[src/rtl/dma_pkg.sv]
// dma_arbiter shared types and defaults.
// Imported by the arbiter and the DMA top level.
package dma_pkg;

  typedef enum logic [1:0] {
    IDLE = 2'd0,
    XFER = 2'd1,
    DONE = 2'd2
  } dma_state_t;

  localparam int DMA_N_REQ = 2;
  localparam int DMA_AW    = 16;
  localparam int DMA_DW    = 16;
  localparam int DMA_CW    = 16;

endpackage

[src/rtl/dma_arbiter_rr.sv]
// Combinational round-robin pick.
// First eligible index at or after ptr wins.
module rr_arbiter #(
  parameter int N = 2
) (
  input  logic [N-1:0]         elig,
  input  logic [$clog2(N)-1:0] ptr,
  output logic [N-1:0]         gnt,
  output logic [$clog2(N)-1:0] idx,
  output logic                 any
);

  localparam int PW = $clog2(N);

  logic [PW-1:0] c;

  // scan from ptr, wrapping, keep the first hit
  always_comb begin
    gnt = '0;
    idx = '0;
    any = 1'b0;
    c   = '0;
    for (int k = 0; k < N; k++) begin
      c = PW'((int'(ptr) + k) % N);
      if (!any && elig[c]) begin
        any    = 1'b1;
        idx    = c;
        gnt[c] = 1'b1;
      end
    end
  end

endmodule

[src/rtl/dma_arbiter.sv]
// Shared DMA engine: round-robin grant, then copy
// count words from local data segment to shared memory.
module dma_arbiter
  import dma_pkg::*;
#(
  parameter int N_REQ = DMA_N_REQ,
  parameter int AW    = DMA_AW,
  parameter int DW    = DMA_DW
) (
  input  logic                clk,
  input  logic                clr_n,
  input  logic [N_REQ-1:0]    req,
  input  logic [N_REQ*AW-1:0] what,
  input  logic [N_REQ*AW-1:0] where,
  input  logic [N_REQ*16-1:0] count,
  output logic [N_REQ-1:0]    ans_valid,
  output logic [15:0]         answer,
  output logic [AW-1:0]       mem_addr,
  input  logic [N_REQ*DW-1:0] mem_data,
  output logic [AW-1:0]       shm_addr,
  output logic [DW-1:0]       shm_wdata,
  output logic                shm_we,
  output logic [N_REQ-1:0]    grant,
  output logic                busy
);

  localparam int PW = $clog2(N_REQ);

  dma_state_t state;
  dma_state_t state_nxt;

  logic [N_REQ-1:0] mask;
  logic [N_REQ-1:0] elig;
  logic [N_REQ-1:0] arb_gnt;
  logic [N_REQ-1:0] mask_set;
  logic [PW-1:0]    ptr;
  logic [PW-1:0]    ptr_nxt;
  logic [PW-1:0]    arb_idx;
  logic [PW-1:0]    owner;
  logic             arb_any;

  logic [AW-1:0] what_l;
  logic [AW-1:0] where_l;
  logic [AW-1:0] what_sel;
  logic [AW-1:0] where_sel;
  logic [15:0]   cnt_l;
  logic [15:0]   cnt_sel;
  logic [15:0]   i_cnt;
  logic [15:0]   j_cnt;
  logic          xfer_end;

  // a stale request stays masked until req drops
  assign elig = req & ~mask;

  rr_arbiter #(.N(N_REQ)) u_arb (
    .elig (elig),
    .ptr  (ptr),
    .gnt  (arb_gnt),
    .idx  (arb_idx),
    .any  (arb_any)
  );

  assign what_sel  = what[arb_idx*AW +: AW];
  assign where_sel = where[arb_idx*AW +: AW];
  assign cnt_sel   = count[arb_idx*16 +: 16];
  assign xfer_end  = (j_cnt == cnt_l);
  assign mask_set  = (state == DONE) ? grant : '0;

  assign ptr_nxt = (owner == PW'(N_REQ - 1)) ?
                   '0 : owner + 1'b1;

  // state register
  always_ff @(posedge clk or negedge clr_n) begin
    if (!clr_n) state <= IDLE;
    else        state <= state_nxt;
  end

  // next-state decode
  always_comb begin
    state_nxt = state;
    case (state)
      IDLE:
        if (arb_any)
          state_nxt = (cnt_sel == '0) ? DONE : XFER;
      XFER:
        if (xfer_end) state_nxt = DONE;
      DONE:
        state_nxt = IDLE;
      default:
        state_nxt = IDLE;
    endcase
  end

  // registered outputs, job arguments and counters
  always_ff @(posedge clk or negedge clr_n) begin
    if (!clr_n) begin
      mask      <= '0;
      ptr       <= '0;
      owner     <= '0;
      grant     <= '0;
      busy      <= 1'b0;
      ans_valid <= '0;
      answer    <= '0;
      mem_addr  <= '0;
      shm_addr  <= '0;
      shm_wdata <= '0;
      shm_we    <= 1'b0;
      what_l    <= '0;
      where_l   <= '0;
      cnt_l     <= '0;
      i_cnt     <= '0;
      j_cnt     <= '0;
    end else begin
      ans_valid <= '0;
      shm_we    <= 1'b0;
      mask      <= (mask | mask_set) & req;
      case (state)
        IDLE: begin
          if (arb_any) begin
            owner   <= arb_idx;
            grant   <= arb_gnt;
            busy    <= 1'b1;
            what_l  <= what_sel;
            where_l <= where_sel;
            cnt_l   <= cnt_sel;
            i_cnt   <= 16'd1;
            j_cnt   <= '0;
            if (cnt_sel == '0) begin
              ans_valid <= arb_gnt;
              answer    <= '0;
            end else begin
              mem_addr <= what_sel;
            end
          end
        end
        XFER: begin
          if (i_cnt < cnt_l) begin
            mem_addr <= what_l + AW'(i_cnt);
            i_cnt    <= i_cnt + 16'd1;
          end
          if (!xfer_end) begin
            shm_we    <= 1'b1;
            shm_addr  <= where_l + AW'(j_cnt);
            shm_wdata <= mem_data[owner*DW +: DW];
            j_cnt     <= j_cnt + 16'd1;
          end else begin
            ans_valid <= grant;
            answer    <= cnt_l;
          end
        end
        DONE: begin
          grant <= '0;
          busy  <= 1'b0;
          ptr   <= ptr_nxt;
        end
        default: begin
          grant <= '0;
          busy  <= 1'b0;
        end
      endcase
    end
  end

endmodule
[config.mk]
export PLATFORM = sky130hd
export DESIGN_NAME = dma_arbiter
export DESIGN_NICKNAME = d
export VERILOG_FILES = /design/src/rtl/dma_pkg.sv /design/src/rtl/dma_arbiter_rr.sv /design/src/rtl/dma_arbiter.sv
export SDC_FILE = /design/constraint.sdc
export NUM_CORES = 1
export LEC_CHECK = 0
export CORE_ASPECT_RATIO = 1.2
export CORE_MARGIN = 2
export CORE_UTILIZATION = 51
export DETAILED_ROUTE_END_ITERATION = 6
export PLACE_DENSITY = 0.93
export SLEW_MARGIN = 20
export SYNTH_ARGS = -nofsm -noshare
export SYNTH_HDL_FRONTEND = slang
export SYNTH_SLANG_ARGS = --single-unit
[constraint.sdc]
create_clock -name clk -period 3.08 [get_ports clk]
set_input_delay 0.308 -clock clk [delete_from_list [all_inputs] [get_ports clk]]
set_output_delay 0.308 -clock clk [all_outputs]
set_load 0.01 [all_outputs]
Word level (Yosys, flattened, before mapping)
Cells that the tools add are included.
{ "word_totals": {"out_inout_bits": 70, "register_bits": 156, "elab_cells": 107, "in_bits": 132} }
{ "classes": {"n_mux": 44, "bitwise_logic": 7, "eq_ne": 9, "add_sub_neg": 6, "n_reduce_logical": 15, "order_cmp": 5, "shifts": 4} }
{ "op_table": {"columns": ["operator", "count"], "rows": [
  ["$mux 16", 10],
  ["$pmux 16 s2", 4],
  ["$shiftx 32x6->16", 4],
  ["$add 16x1->16 const B", 2],
  ["$add 16x16->16", 2],
  ["$mux 2", 10],
  ["$eq 16x16->1", 1],
  ["$logic_not 16->1", 1],
  ["$lt 16x16->1", 1],
  ["$mux 1", 14],
  ["$ne 2x2->1 const B", 6],
  ["$pmux 2 s2", 3],
  ["$reduce_and 2->1", 4],
  ["$reduce_and 4->1", 2],
  ["$reduce_and 3->1", 2],
  ["$and 2x2->2", 2],
  ["$lt 1x2->1 const B", 2],
  ["$or 2x2->2", 2],
  ["$logic_and 1x1->1", 3],
  ["$add 1x1->1 const B", 2],
  ["$demux 1 s1", 2],
  ["$eq 2x1->1 const B", 1],
  ["$eq 2x2->1 const B", 1],
  ["$ge 1x1->1 const B", 2],
  ["6 further kinds", 7]
]} }

Logic depth before layout (Yosys ltp)
{ "depth": {"word_depth": 13, "ltp_mapped": 10, "mapped_depth_nobuf": 10} }

Cells and area by module
A second synthesis with hierarchy kept.
{ "hier_totals": {"cells_unflattened": 979, "area_unflattened_um2": 9133.8} }
{ "modules_own_cells": {"columns": ["module", "n_inst", "area_each_um2", "cells_per_inst"], "rows": [
  ["dma_arbiter", 1, 9101.2, 974],
  ["rr_arbiter", 1, 32.5, 5]
]} }

Worst setup path before layout
OpenSTA, ideal clock, no wires.
{ "synth_timing": {"path_kind": "register to register", "startpoint": "register cnt_l[13]", "endpoint": "register i_cnt[5]", "period_less_slack_ns": 2.626, "setup_ns": 0.066, "slack_ns": 0.454, "stages_incl_launch_ff": 11, "arrival_time_ns": 2.560, "n_path_buf": 1, "required_ns": 3.014, "cell_sequence": "dfrtp_1 inv_1 ha_1 a21o_1 a21oi_1 nand2_1 a211oi_1 o211ai_2 buf_6 or4_1 nand2_1"} }
{ "synth_via": {"elab_chain_len": 3} }
{ "synth_rtl": {"columns": ["item", "line_no", "text"], "rows": [
  ["start: declaration", "dma_arbiter.sv:46", "logic [15:0] cnt_l;"],
  ["start signal: assignment", "dma_arbiter.sv:125", "cnt_l <= cnt_sel;"],
  ["$lt 16x16->1", "dma_arbiter.sv:137", "if (i_cnt < cnt_l) begin"],
  ["$ne 2x2->1 (no line)", null, null],
  ["$reduce_and 3->1 (no line)", null, null],
  ["end signal: assignment", "dma_arbiter.sv:139", "i_cnt <= i_cnt + 16'd1;"],
  ["end: declaration", "dma_arbiter.sv:48", "logic [15:0] i_cnt;"]
]} }
Every way passes these cells.
A chain may end at the register's enable or synchronous reset.

Worst setup path in the final report
{ "layout_timing": {"startpoint": "register j_cnt[5]", "endpoint": "register shm_addr[15]"} }
{ "layout_via": {"elab_chain_len": 3, "elab_cells_between_ends": 4, "cone_classes": "add/sub: 1; eq/ne: 1; bitwise: 1; reduce/logical: 1"} }
{ "layout_rtl": {"columns": ["item", "line_no", "text"], "rows": [
  ["start: declaration", "dma_arbiter.sv:49", "logic [15:0] j_cnt;"],
  ["start signal: assignment", "dma_arbiter.sv:145", "j_cnt <= j_cnt + 16'd1;"],
  ["branches (longest 3 deep; another with $add 16x16->16)", null, null],
  ["end signal: assignment", "dma_arbiter.sv:143", "shm_addr <= where_l + AW'(j_cnt);"],
  ["end: declaration", "dma_arbiter.sv:20", "output logic [AW-1:0] shm_addr,"]
]} }
Parallel ways; which one is timed is not known.

==> qor.yml <==
timing:
  finalSetupViolations: 0
  rsz0062_at_grt: "false"
  post-route-period-util_pct: 90.6
  finalMaxSlewViolations: 0
  max_slew_margin_pct: 33.2
  worst_slack_ns: 0.290
  worst_pin_slew_ns: 1.00
  hold_viol: 0
  fmax_mhz: 358
  period_minus_slack_ns: 2.79
  setup_tns_ns: 0
  skew_ns: 0.00776
global_routing:
  grt_pass1_vias: 8306
  grt_antenna_before_repair: 0
  grt_use_total_pct: 27.6
  use_met2_pct: 50.1
  grt.overflow.total: 0
  grt-busiest-layer: "met2"
  grtUsageMet1_pct: 30.6
  grt_max_degree: 84
  grt.met3_usage_pct: 6.61
  grt_pass1_wl_um: 41800
placed_design:
  dpl_cell_area_sq_um: 11300
  hpwl_um: 19100
  gp_congestion: 0.919
  dpl.cell_count: 1357
  io_buffers: 201
  dp_slack_ns: 0.374
finish:
  fin_cells: 1388
  n_antenna_cell: 0
  final_area_sq_um: 11900
  drive_gt1_share_pct: 5.74
  layout.nets: 1338
  syn_to_final_growth_pct: 31.8
floorplanning:
  fp-row-count: 53
  initial_core_util_pct: 51.9
  coreArea_sq_um: 17400
  die_area_sq_um: 18800
  ios: 202
  die_h_um: 150
  die_w_um: 126
synthesis:
  synth-seq-cells: 156
  synth_ff_type: "dfrtp_1"
  mappedNetlistArea_sq_um: 9050
  ys_async_sr_fraction_pct: 100
  syn_area_per_cell_sq_um: 9.37
  ys_types: 61
  yosysSeqAreaShare_pct: 43.1
  synth_edf_count: 0
  yosysWarningCount: 0
  synth_fp_nets: 1147
  netlist_instances: 966
clock_tree:
  cts_resized: 0
  postCtsSetupBuffers: 0
  path_clk_slew_ns: 0.06
  clkSinkCount: 156
  tritoncts: "yes"
  cts_made_buffers: 17
  cts_root_buf: "clkbuf_16"
  clk_latency_ns: 0.43
  cts_hold_buffers: 1
  htree_levels: 4
  clk_path_buf_depth: 2
routing:
  num_vias: 8261
  drc: 0
  routed_wl_um: 25500
  first_pass_iters: 5
  drt_iter0_drc: 772
  vias_per_cell: 5.95
  ant_nets: 0
  post_drt_wl_per_cell_um: 18.4
min_path:
  hold_class: "register to register"
power:
  leakagePower_nw: 5.18
  total_power_mw: 8.25
  ir_drop_mv: 0.410
  p_per_area_nw_per_um2: 692
setup_path:
  critPathRequiredTime_ns: 3.42
  startpoint_type: "register"
  critPathArrivalTime_ns: 3.13
  slowest_delay_ns: 0.55
  critical_path_peak_fanout: 5
  worst-setup-path-type: "register to register"
  crit_chain: "ha_1, or2_2, o31a_1, a311oi_1, a31oi_1, o21ai_0, a21oi_1, a211oi_1"
  crit_slowest_cell: "a311oi_1"
  end_kind: "register"
outcome:
  status: "completed"
job:
  cap_viol_max_count: 0
==> report_power, final <==
group / leakage, nW / internal, mW / total (mW) / switching (mW)
combinational: 2.97 / 1.56 / 3.22 / 1.66
sequential: 1.92 / 2.47 / 2.93 / 0.457
clock: 0.286 / 1.30 / 2.11 / 0.805
total: 5.18 / 5.33 / 8.25 / 2.92
==> cell usage in the layout (no fill, tap or decap), types with 3 or more instances in the layout <==
cell	Yosys	final
a211oi_1	13	13
a21o_1	10	10
a21oi_1	41	41
a311oi_1	5	5
a31oi_1	4	4
and2_1	5	5
and3_1	10	10
and4_1	5	5
buf_4	1	20
bufinv_16	0	3
clkbuf_1	37	3
clkbuf_16	0	17
clkdlybuf4s50_1	0	200
clkinv_2	0	4
dfrtp_1	156	156
ha_1	47	47
inv_1	38	38
mux2_2	4	4
mux2i_1	72	72
nand2_1	129	129
nand2b_1	7	5
nand3_1	23	23
nand4_1	12	12
nor2_1	43	43
nor2b_1	10	10
nor3_1	15	14
nor4_1	10	10
o2111ai_1	3	3
o211ai_1	10	10
o21ai_0	119	119
o31ai_1	6	6
o41ai_1	16	16
or3_1	5	5
or4_1	6	6
xnor2_1	36	36
xor2_1	19	19
==> metrics by stage <==
| stage | utilization [%] | hold WS (ns) |
|---|---|---|
| after global placement | 64.9 | 0.410 |
| after global routing | 68.4 | 0.491 |
| after CTS | 68.3 | 0.481 |
| after floorplan | - | 0.0124 |
| after detailed placement | 64.9 | 0.412 |
| final | 68.4 | 0.480 |
==> Yosys cell counts (3+ instances only) <==
| cell type | instances | area share [%] |
|---|---|---|
| xnor2_1 | 36 | 3.5 |
| o211ai_1 | 10 | 0.83 |
| o21ai_0 | 119 | 6.6 |
| nor2_1 | 43 | 1.8 |
| o21a_1 | 3 | 0.25 |
| nand2_1 | 129 | 5.4 |
| nand2b_1 | 7 | 0.48 |
| xor2_1 | 19 | 1.8 |
| nand3_1 | 23 | 1.3 |
| a21o_1 | 10 | 0.83 |
| and4_1 | 5 | 0.48 |
| nor3_1 | 15 | 0.83 |
| o41ai_1 | 16 | 1.5 |
| or4_1 | 6 | 0.50 |
| a311oi_1 | 5 | 0.48 |
| or3_1 | 5 | 0.35 |
| a31oi_1 | 4 | 0.28 |
| a211oi_1 | 13 | 1.1 |
| and2_1 | 5 | 0.35 |
| nand4_1 | 12 | 0.83 |
| ha_1 | 47 | 6.5 |
| nor4_1 | 10 | 0.69 |
| and3_1 | 10 | 0.69 |
| nor2b_1 | 10 | 0.69 |
| o2111ai_1 | 3 | 0.29 |
| a21oi_1 | 41 | 2.3 |
| clkbuf_1 | 37 | 1.5 |
| inv_1 | 38 | 1.6 |
| buf_2 | 5 | 0.28 |
| mux2_2 | 4 | 0.50 |
| mux2i_1 | 72 | 8.0 |
| o31ai_1 | 6 | 0.50 |
| buf_1 | 8 | 0.33 |
| dfrtp_1 | 156 | 43 |
==> logic make-up (layout without fill, tap and decap cells) <==
| logic type | after synthesis | in the layout | synth area share (%) |
|---|---|---|---|
| XOR/XNOR | 55 | 55 | 5.32 |
| buffers and inverters | 91 | 293 | 3.97 |
| flip-flops | 156 | 156 | 43.1 |
| AO/OA/AOI/OAI | 249 | 249 | 17.0 |
| AND/OR/NAND/NOR | 290 | 290 | 15.2 |
| adder cells (fa/ha/maj) | 49 | 49 | 6.94 |
| multiplexers | 76 | 76 | 8.46 |
==> metal layers <==
metal / up-vias / wire length, um / share of wire [%]
met5: - / 0 / 0
li1: 3847 / - / -
met4: 0 / 1080 / 4.2
met1: 3905 / 9370 / 37
met2: 411 / 13200 / 52
met3: 98 / 1850 / 7.2
==> critical path, delay by kind of cell (launching register included) <==
kind	cells	cell delay [ns]
DFF	1	0.45
adders and majority gates	1	0.38
AOI/OAI and AO/OA	6	1.56
and+or+nand+nor	1	0.31
==> final timing paths <==
kind	cells past startpoint	start	slack, ns	endpoint
min	2	shm_wdata[3]	0.48	shm_wdata[3]
min reg2reg	2	shm_wdata[3]	0.48	shm_wdata[3]
max	8	j_cnt[5]	0.29	shm_addr[15]
min in group asynchronous	2	clr_n	0.51	j_cnt[7]
max reg2reg	8	j_cnt[5]	0.29	shm_addr[15]
max in group asynchronous	3	clr_n	1.78	what_l[4]
==> area by class of cell <==
type,count,area (sq um)
well taps,220,275
repair buffers,224,2210
clock inverters,8,118
clock buffers,22,464
multi-input cells,719,4800
fillers,1261,5520
flip-flops and latches,156,3900
inverters,39,146
No activity file was read; power rests on OpenSTA's default activity.
